`src/rtl/beep_tone_gen.sv`:
```
// beep_tone_gen: multi-key debounced buzzer driver with hold, one-shot and double-beep modes
// Ports:
//   clk      system clock
//   rst      synchronous active-high reset
//   key_in   raw active-low keys, asynchronous to clk
//   mode     0 hold, 1 one-shot, 2 double, 3 mute
//   beep_out buzzer square wave
//   busy     high whenever the FSM is not IDLE
//   key_idx  index of the sounding key, held in IDLE
// Optional feature: define BEEP_DEBOUNCE_EN to insert a per-key DEB_CNT-cycle debouncer.
module beep_tone_gen #(
   parameter int KEY_NUM   = 4,
   parameter int DIV_W     = 20,
   parameter int BASE_HALF = 25000,
   parameter int STEP_HALF = 5000,
   parameter int DEB_CNT   = 1000000,
   parameter int BEEP_LEN  = 25000000,
   parameter int GAP_LEN   = 12500000
) (
   input  logic               clk,
   input  logic               rst,
   input  logic [KEY_NUM-1:0] key_in,
   input  logic [1:0]         mode,
   output logic               beep_out,
   output logic               busy,
   output logic [2:0]         key_idx
);
   typedef enum logic [1:0] {IDLE, TONE1, GAP, TONE2} state_t;
   localparam logic [31:0] BEEP_LAST = 32'(BEEP_LEN - 1);
   localparam logic [31:0] GAP_LAST  = 32'(GAP_LEN - 1);
   if (KEY_NUM < 1 || KEY_NUM > 8 || DEB_CNT < 1 || BEEP_LEN < 1 || GAP_LEN < 1) begin : g_bad_param
      $error("beep_tone_gen: parameter out of range");
   end
   logic [KEY_NUM-1:0] sync1_q, sync2_q, db_lvl, kd_q, kd_prev_q, arm_q, ev;
   logic               v1_q;
   // A key only becomes armed once it has been seen released after reset, so a
   // key held through reset cannot fire until it is released and pressed again.
   always_ff @(posedge clk) begin
      if (rst) begin
         sync1_q   <= '1;
         sync2_q   <= '1;
         kd_q      <= '1;
         kd_prev_q <= '1;
         arm_q     <= '0;
         v1_q      <= 1'b0;
      end else begin
         sync1_q   <= key_in;
         sync2_q   <= sync1_q;
         kd_q      <= db_lvl;
         kd_prev_q <= kd_q;
         v1_q      <= 1'b1;
         arm_q     <= arm_q | (sync1_q & {KEY_NUM{v1_q}});
      end
   end
`ifdef BEEP_DEBOUNCE_EN
   localparam logic [31:0] DEB_LAST = 32'(DEB_CNT - 1);
   logic [KEY_NUM-1:0] db_q;
   logic [31:0]        db_cnt_q [KEY_NUM];
   always_ff @(posedge clk) begin
      if (rst) begin
         db_q <= '1;
         for (int i = 0; i < KEY_NUM; i++) db_cnt_q[i] <= '0;
      end else begin
         for (int i = 0; i < KEY_NUM; i++) begin
            if (sync2_q[i] == db_q[i]) db_cnt_q[i] <= '0;
            else if (db_cnt_q[i] == DEB_LAST) begin
               db_q[i]     <= sync2_q[i];
               db_cnt_q[i] <= '0;
            end else db_cnt_q[i] <= db_cnt_q[i] + 32'd1;
         end
      end
   end
   assign db_lvl = db_q;
`else
   assign db_lvl = sync2_q;
`endif
   assign ev = kd_prev_q & ~kd_q & arm_q;
   state_t            state_q, state_d;
   logic [1:0]        mode_q, mode_d;
   logic [2:0]        key_idx_q, key_idx_d, ev_idx;
   logic [31:0]       dur_q, dur_d, half_full;
   logic [DIV_W-1:0]  half_q, half_d, half_last;
   logic              beep_q, beep_d, busy_q, busy_d, enter, tone, wrap;
   logic [7:0]        kd_pad;
   always_comb begin
      ev_idx = '0;
      for (int i = KEY_NUM - 1; i >= 0; i--) if (ev[i]) ev_idx = 3'(i);
      kd_pad = '1;
      kd_pad[KEY_NUM-1:0] = kd_q;
   end
   assign half_full = 32'(BASE_HALF) + 32'(STEP_HALF) * {29'd0, key_idx_q};
   assign half_last = DIV_W'(half_full - 32'd1);
   always_comb begin
      state_d   = state_q;
      mode_d    = mode_q;
      key_idx_d = key_idx_q;
      enter     = 1'b0;
      if (mode == 2'd3) state_d = IDLE;
      else if (|ev) begin
         state_d   = TONE1;
         mode_d    = mode;
         key_idx_d = ev_idx;
         enter     = 1'b1;
      end else begin
         case (state_q)
            TONE1:
               if (mode_q == 2'd0) state_d = kd_pad[key_idx_q] ? IDLE : TONE1;
               else if (dur_q == BEEP_LAST) state_d = (mode_q == 2'd2) ? GAP : IDLE;
            GAP:     if (dur_q == GAP_LAST) state_d = TONE2;
            TONE2:   if (dur_q == BEEP_LAST) state_d = IDLE;
            default: state_d = IDLE;
         endcase
      end
      enter  = enter | (state_d != state_q);
      tone   = (state_d == TONE1) || (state_d == TONE2);
      wrap   = half_q == half_last;
      dur_d  = (enter || state_d == IDLE) ? '0 : dur_q + 32'd1;
      half_d = (!tone || enter || wrap) ? '0 : half_q + 1'b1;
      beep_d = !tone ? 1'b0 : enter ? 1'b1 : (beep_q ^ wrap);
      busy_d = state_d != IDLE;
   end
   always_ff @(posedge clk) begin
      if (rst) begin
         state_q   <= IDLE;
         mode_q    <= '0;
         key_idx_q <= '0;
         dur_q     <= '0;
         half_q    <= '0;
         beep_q    <= 1'b0;
         busy_q    <= 1'b0;
      end else begin
         state_q   <= state_d;
         mode_q    <= mode_d;
         key_idx_q <= key_idx_d;
         dur_q     <= dur_d;
         half_q    <= half_d;
         beep_q    <= beep_d;
         busy_q    <= busy_d;
      end
   end
   assign beep_out = beep_q;
   assign busy     = busy_q;
   assign key_idx  = key_idx_q;
endmodule

```
`config.mk`:
```
export PLATFORM = sky130hd
export DESIGN_NAME = beep_tone_gen
export DESIGN_NICKNAME = d
export VERILOG_FILES = /design/src/rtl/beep_tone_gen.sv
export SDC_FILE = /design/constraint.sdc
export NUM_CORES = 1
export LEC_CHECK = 0
export BUFFER_PORTS_ARGS = -buffer_cell sky130_fd_sc_hd__buf_2
export CAP_MARGIN = 40
export CORE_MARGIN = 10
export CORE_UTILIZATION = 35
export CTS_CLUSTER_SIZE = 20
export DETAILED_ROUTE_END_ITERATION = 8
export SLEW_MARGIN = 10
export SYNTH_ARGS = -nofsm -noshare
export SYNTH_HDL_FRONTEND = slang
export SYNTH_SLANG_ARGS = --single-unit
```
`constraint.sdc`:
```
create_clock -name clk -period 2.55 [get_ports clk]
set_input_delay 0.1275 -clock clk [delete_from_list [all_inputs] [get_ports clk]]
set_output_delay 0.1275 -clock clk [all_outputs]
set_load 0.01 [all_outputs]
```
==> impl_metrics.json, run 1 <==
{
  "reg2reg_slack_ps": 290,
  "fin_crit_ps": 2260,
  "async_reset_ff_share_pct": 0,
  "status": "finished, final reports clean",
  "synth_top_area_cell": "dfxtp_1",
  "crit_path_end": "half_q[4]",
  "n_antenna_cell": 0,
  "grt_pass1_vias": 3136,
  "root_buffer": "clkbuf_16",
  "ctsResizeCount": 0,
  "setup-tns-final_ps": 0,
  "instances_no_fill": 590,
  "clk_path_buf_depth": 2,
  "peakVddDrop_mv": 0.406,
  "nets": 458,
  "required_ps": 2780,
  "regArea_um2": 1620,
  "cp.depth": 6,
  "slowest_stage": "mux4_2",
  "synth_top_area_share_pct": 40.2,
  "clock_sinks": 81,
  "rsz0062_at_grt": "false",
  "p_leak_uw": 0.00143,
  "critical_path.max_fanout": 23,
  "synth.area.top_cells": "dfxtp_1 (40%), xnor2_1 (8.3%), nor4_1 (6.8%), nor4_2 (3.7%), nor3_1 (3.2%)",
  "path_cells": "mux4_2, a211o_1, a41o_1, a31o_2, buf_12, nor4_1",
  "io_buffers": 11,
  "dieArea_um2": 16200,
  "arrival_ps": 2490,
  "yosys_register_bits": 81,
  "core_region_area_um2": 11400,
  "cp-start-kind": "register",
  "antenna_found_initial": 0,
  "startpoint": "key_idx[1]",
  "multi_input_area_um2": 2220,
  "grt_util_all_layers_pct": 10.6,
  "layout_common_cells": "dfxtp_1 (81), nor4_1 (44), xnor2_1 (38), nor3_1 (26), nand2_1 (21)",
  "place_ws_ps": 317,
  "fill_cells": 1129,
  "antenna_left": 0,
  "numCtsBuffers": 9,
  "start_util_pct": 35.5,
  "path_class": "register to register",
  "r2r_cells": 6,
  "drive_above_1_share_pct": 17.2,
  "synth-main-ff-cell": "dfxtp_1",
  "clkSlewWorstSetupHoldPaths_ps": 60,
  "hold_viol_final": 0,
  "avgSynthCellArea_um2": 9.36,
  "dpl.cell_count": 570,
  "fin_util_pct": 40.5,
  "whs_ps": 54.8,
  "tightest_slew_ps": 621,
  "slew_violations": 0,
  "final_common_cell": "dfxtp_1",
  "routed_wl_mm": 8.28,
  "syn-cell-area_um2": 4030,
  "finalCritPeriodShare_pct": 88.5,
  "setup_violations": 0,
  "synth_edf_count": 0,
  "timing.rr.end": "half_q[4]",
  "setup.worst_path.end_class": "register",
  "dieHeight_um": 127,
  "r2r-start": "key_idx[1]",
  "synthCells": 431,
  "cpPeakStageDelay_ps": 520,
  "powerDensity_nw_per_um2": 582,
  "whs_path_depth": 3,
  "synthesis.nets": 447,
  "drc_errors": 0,
  "hold_class": "primary input to register",
  "die-width_um": 127,
  "cp_num_buf_inv": 1,
  "post-cts-setup-buffers": 0,
  "grt_pass1_wl_mm": 14.6,
  "grt_max_degree": 33,
  "yosysWarnings": 0,
  "gp_congestion": 0.782,
  "clk_latency_ps": 340,
  "dpl.hpwl_mm": 5.73,
  "vias": 3191,
  "synth_cell_type_count": 58,
  "setup_ws_ps": 294,
  "io-pin-count": 13,
  "dr.pass1.iters": 5,
  "overflow": 0,
  "drtIter0Drc": 163,
  "yosysSeqAreaShare_pct": 40.2,
  "vias_per_cell": 5.41,
  "finClkSkew_ps": 5.45,
  "wl_per_cell_um": 14.0,
  "cts_tree": "yes",
  "ctsHtreeMaxLevel": 3,
  "max_freq_mhz": 443,
  "drv_cap": 0,
  "placementRows": 39,
  "slew-limit-headroom_pct": 58.2,
  "cp_top_family": "compound AO/OA/AOI/OAI gates",
  "syn_to_final_growth_pct": 14.2
}
## per-layer routing
layer	vias to the layer above	share of wire, %	track usage [%]
met5	-	0	0
met4	0	2.4	5.69
met3	17	3.2	2.40
met2	55	47	17.3
met1	1506	47	12.8
li1	1613	-	-
## worst reg2reg max path, stage by stage (launching register included)
cell,delay (ps)
dfxtp_1,390
mux4_2,520
a211o_1,340
a41o_1,210
a31o_2,220
buf_12,170
nor4_1,300
## layout make-up
type,count,share of cell area (%)
tap,143,3.88
sequential,81,35.2
inverter,14,1.14
clock buffer,9,4.89
multi-input combinational,309,48.3
clock inverter,7,1.74
timing repair buffer,27,4.84
## worst min-delay path by stage
stage                   start         end  slack (ps)
CTS                   mode[1]   mode_q[1]          50
finish                mode[1]   mode_q[1]          50
floorplan           key_in[0]  sync1_q[0]         230
global placement    key_in[3]  sync1_q[3]         310
global route          mode[1]   mode_q[1]          70
detailed placement  key_in[0]  sync1_q[0]         310
## cell families after synthesis
logic type	count (synthesis)	share of synthesized area (%)
muxes	4	1.30
xor gates and xnor gates	52	11.6
and+or+nand+nor	210	33.3
other	1	0.0930
DFF	81	40.2
buffers and inverters	41	4.78
AOI/OAI and AO/OA	34	6.20
adders and majority gates	8	2.48
## power breakdown
group / switching (uW) / total, uW / internal [uW]
clock: 530 / 1300 / 767
combinational: 54.6 / 92.2 / 37.6
sequential: 9.75 / 1290 / 1280
## repair_timing
item | CTS | global route
endpoints found under the setup margin | 0 | 0
hold buffers | 4 | 0
endpoints found under the hold margin | 4 | 0
## cell usage after synthesis (all sizes together) (4+ instances only)
library cell  number
o21ai              4
or2               16
nand3b             5
nand3             15
dfxtp             81
ha                 8
nand4             13
and4               5
nor3              27
a21oi              7
nand2             21
xnor2             38
buf               14
nor4              57
clkbuf            13
xor2              13
inv               14
and3               5
nor2              17
or4                5
## flip-flops by register name (all words and copies together), names as in the netlist, 4 cells and up
| signal | flops |
|---|---|
| dur_q | 32 |
| half_q | 20 |
| arm_q | 4 |
| db_lvl | 4 |
| kd_prev_q | 4 |
| kd_q | 4 |
| sync1_q | 4 |
## per-stage QoR
step                      total power (uW)  instance area (um2)
after floorplan                       1380                 4030
after global placement                1410                 4260
after detailed placement              1410                 4260
after CTS                             2720                 4610
after global routing                  2790                 4610
final                                 2680                 4610
(Power assumes the default switching activity.)
==> run 2: changes to the inputs <==
CORE_ASPECT_RATIO = 0.75   (was not set)
HOLD_SLACK_MARGIN = 0.06   (was not set)
==> impl_metrics.json, run 2 (synthesized netlist as in run 1, its figures left out) <==
{
  "max_freq_mhz": 428,
  "powerDensity_nw_per_um2": 591,
  "rsz0062_at_grt": "false",
  "slew_violations": 0,
  "finalCritPeriodShare_pct": 91.7,
  "critical_path.max_fanout": 23,
  "status": "finished, final reports clean",
  "clkSlewWorstSetupHoldPaths_ps": 60,
  "cpPeakStageDelay_ps": 570,
  "required_ps": 2730,
  "hold_class": "primary input to register",
  "ctsResizeCount": 0,
  "regMostFlops": "dur_q",
  "drtIter0Drc": 208,
  "reg_top3": "dur_q x32, half_q x20",
  "cts_tree": "yes",
  "placementRows": 33,
  "vias_per_cell": 5.38,
  "io-pin-count": 13,
  "setup-tns-final_ps": 0,
  "post-cts-setup-buffers": 0,
  "numCtsBuffers": 9,
  "dieArea_um2": 16300,
  "setup.worst_path.end_class": "register",
  "drv_cap": 0,
  "hold_viol_final": 0,
  "p_leak_uw": 0.00142,
  "setup_violations": 0,
  "clk_path_buf_depth": 2,
  "path_class": "register to register",
  "fin_crit_ps": 2340,
  "antenna_left": 0,
  "overflow": 0,
  "drive_above_1_share_pct": 16.9,
  "dieHeight_um": 113,
  "largest_reg_flops": 32,
  "slew-limit-headroom_pct": 54.9,
  "finClkSkew_ps": 6.24,
  "wl_per_cell_um": 14.7,
  "nets": 456,
  "gp_congestion": 0.823,
  "multi_input_area_um2": 2220,
  "vias": 3150,
  "dpl.hpwl_mm": 5.78,
  "dr.pass1.iters": 4,
  "fill_cells": 1061,
  "grt_pass1_vias": 3022,
  "syn_to_final_growth_pct": 13.8,
  "core_region_area_um2": 11100,
  "peakVddDrop_mv": 0.334,
  "layout_common_cells": "dfxtp_1 (81), nor4_1 (44), xnor2_1 (38), nor3_1 (26), nand2_1 (21)",
  "n_antenna_cell": 0,
  "grt_pass1_wl_mm": 14.8,
  "tightest_slew_ps": 672,
  "routed_wl_mm": 8.59,
  "finalPower_uw": 2710,
  "grt_util_all_layers_pct": 10.8,
  "arrival_ps": 2520,
  "ctsHtreeMaxLevel": 3,
  "final_common_cell": "dfxtp_1",
  "io_buffers": 11,
  "antenna_found_initial": 0,
  "regArea_um2": 1620,
  "cp_top_family": "compound AO/OA/AOI/OAI gates",
  "grt_max_degree": 60,
  "start_util_pct": 36.3,
  "cp_num_buf_inv": 0,
  "clock_sinks": 81,
  "die-width_um": 144,
  "path_cells": "or4_1, nor4b_4, a41o_1, a31o_2, o31ai_1",
  "root_buffer": "clkbuf_16",
  "slowest_stage": "or4_1",
  "drc_errors": 0,
  "fin_util_pct": 41.3,
  "clk_latency_ps": 330,
  "cp-start-kind": "register"
}
==> run 2: cell count changes in the layout (fill, tap and decap cells not counted), sizes merged <==
cell,before,now
buf,23,21
clkinv,4,1
inv,15,18
==> run 2: through the flow <==
stage	hold WS, ps	cells	worst slack, ps	cell area [um2]
after floorplan	231	431	27.3	4030
after global placement	312	565	266	4240
after detailed placement	315	565	224	4240
after CTS	91.2	585	212	4590
after global routing	119	585	65.7	4590
final	91.9	585	213	4590
==> run 2: layer usage <==
layer / vias up / part of all wire [%] / GRT usage [%]
met4: 0 / 1.2 / 3.26
met5: - / 0 / 0
li1: 1609 / - / -
met1: 1478 / 53 / 15.4
met2: 51 / 42 / 15.6
met3: 12 / 3.8 / 2.55
==> run 2: cell type report <==
| class | instances | share of cell area (%) |
|---|---|---|
| Clock buffer | 9 | 4.91 |
| Tap cell | 140 | 3.82 |
| Timing Repair Buffer | 25 | 4.52 |
| Multi-Input combinational cell | 309 | 48.5 |
| Clock inverter | 7 | 1.83 |
| Inverter | 14 | 1.14 |
| Sequential cell | 81 | 35.3 |
==> run 2: report_power, final <==
group          internal [uW]  switching [uW]  total, uW
logic                   35.6            54.9       90.4
registers               1280            10.0       1290
clock network            778             555       1330
total                   2090             620       2710
==> run 2: tightest hold or removal path, delay by kind of cell <==
family | cells | cell delay, ps
muxes | 1 | 70
and+or+nand+nor | 1 | 80
buffers and inverters | 1 | 110
==> run 2: what timing repair did <==
item                                    in CTS  in global routing
hold buffers                                 4                  0
endpoints found under the setup margin       0                  0
endpoints found under the hold margin        4                  0
==> run 2: final timing paths <==
check / start / end / slack (ps) / cells past startpoint
min: mode[1] / mode_q[1] / 90 / 3
min reg2reg: db_lvl[0] / kd_q[0] / 410 / 1
max reg2reg: dur_q[28] / busy / 210 / 5
max: dur_q[28] / busy / 210 / 5
==> run 3: changes to the inputs <==
BUFFER_PORTS_ARGS = not set   (was -buffer_cell sky130_fd_sc_hd__buf_2)
DONT_BUFFER_PORTS = 1   (was not set)
==> impl_metrics.json, run 3 (synthesized netlist as in run 1, its figures left out) <==
{
  "powerDensity_nw_per_um2": 564,
  "clkSlewWorstSetupHoldPaths_ps": 60,
  "core_region_area_um2": 11100,
  "grt_max_degree": 60,
  "grt_pass1_wl_mm": 15.2,
  "overflow": 0,
  "setup_violations": 0,
  "place_ws_ps": 137,
  "finalCritPeriodShare_pct": 91.5,
  "hold_class": "primary input to register",
  "clock_sinks": 81,
  "nets": 446,
  "fin_crit_ps": 2330,
  "final_common_cell": "dfxtp_1",
  "dpl.hpwl_mm": 6.00,
  "instances_no_fill": 575,
  "setup_ws_ps": 217,
  "placementRows": 33,
  "critical_path.max_fanout": 10,
  "io_buffers": 0,
  "hold_viol_final": 0,
  "vias": 3224,
  "antenna_found_initial": 0,
  "setup.worst_path.end_class": "register",
  "fill_cells": 1074,
  "antenna_left": 0,
  "numCtsBuffers": 9,
  "n_antenna_cell": 0,
  "routed_wl_mm": 8.91,
  "drv_cap": 0,
  "start_util_pct": 36.3,
  "tightest_slew_ps": 727,
  "die-width_um": 144,
  "finClkSkew_ps": 10.0,
  "grt_pass1_vias": 2935,
  "arrival_ps": 2600,
  "io-pin-count": 13,
  "dpl.cell_count": 552,
  "wl_per_cell_um": 15.5,
  "regMostFlops": "dur_q",
  "peakVddDrop_mv": 0.442,
  "dieArea_um2": 16300,
  "slew-limit-headroom_pct": 51.2,
  "drive_above_1_share_pct": 14.5,
  "reg_top3": "dur_q x32, half_q x20",
  "syn_to_final_growth_pct": 12.5,
  "finalPower_uw": 2560,
  "cts_tree": "yes",
  "grt_util_all_layers_pct": 11.3,
  "dr.pass1.iters": 4,
  "layout_common_cells": "dfxtp_1 (81), nor4_1 (44), xnor2_1 (38), nor3_1 (26), nand2_1 (21)",
  "rsz0062_at_grt": "false",
  "cp-start-kind": "register",
  "root_buffer": "clkbuf_16",
  "drtIter0Drc": 233,
  "status": "finished, final reports clean",
  "p_leak_uw": 0.00137,
  "clk_latency_ps": 330,
  "dieHeight_um": 113,
  "max_freq_mhz": 429,
  "vias_per_cell": 5.61,
  "ctsHtreeMaxLevel": 3,
  "gp_congestion": 0.829,
  "largest_reg_flops": 32,
  "drc_errors": 0,
  "required_ps": 2820,
  "slew_violations": 0,
  "clk_path_buf_depth": 2,
  "path_class": "register to register",
  "setup-tns-final_ps": 0
}
-- run 3: cell types whose count changed in the layout (fill, tap and decap cells not counted), moves of 2 or more --
cell | previous run | this run
clkinv_2 | 0 | 3
buf_4 | 7 | 5
inv_6 | 3 | 0
buf_2 | 11 | 0
dlygate4sd3_1 | 4 | 6
-- run 3: cell type report --
class,instances,area (um2),share of cell area (%)
Multi-Input combinational cell,309,2240,49.3
Sequential cell,81,1620,35.7
Clock buffer,11,243,5.35
Timing Repair Buffer,15,178,3.92
Tap cell,140,175,3.86
Inverter,14,52.6,1.16
Clock inverter,5,31.3,0.689
-- run 3: repair_timing --
| item | in CTS | in global routing |
|---|---|---|
| resized for setup | 0 | 2 |
| hold endpoints to repair | 59 | 0 |
| endpoints found under the setup margin | 0 | 2 |
| hold buffers | 7 | 0 |
| buffers inserted | 0 | 0 |
-- run 3: metal layers --
layer  vias to the layer above  GRT usage [%]  wire length [um]
met3                         7           2.80               447
met2                        77           15.4              3740
met4                         0           3.94                98
met5                         -              0                 0
li1                       1597              -                 -
met1                      1543           16.7              4630
-- run 3: report_power, final --
group	switching (uW)	leakage, uW	internal [uW]
combinational	53.0	0.000577	35.8
clock	494	0.000135	682
sequential	11.1	0.000657	1280
-- run 3: final timing paths --
check | from | to | slack, ps | cells after the start
min | rst | v1_q | 70 | 2
min reg2reg | db_lvl[0] | kd_q[0] | 410 | 1
max | key_idx[1] | beep_out | 220 | 7
max reg2reg | key_idx[1] | beep_out | 220 | 7
-- run 3: stage by stage --
stage	cell area (um2)	hold WS (ps)	util (%)
3_3_place_gp	4170	192	37.6
5_1_grt	4540	91.8	40.9
3_5_place_dp	4170	192	37.6
6_report	4540	73.4	40.9
4_1_cts	4530	60.7	40.7
2_1_floorplan	4030	231	-
-- run 3: worst max-delay path: stages (launching register included) --
cell      delay [ps]
dfxtp_1          460
buf_4            250
ha_1             270
nand2b_1         120
a211oi_1         250
o22ai_1          190
or4_1            560
a31oi_1          170
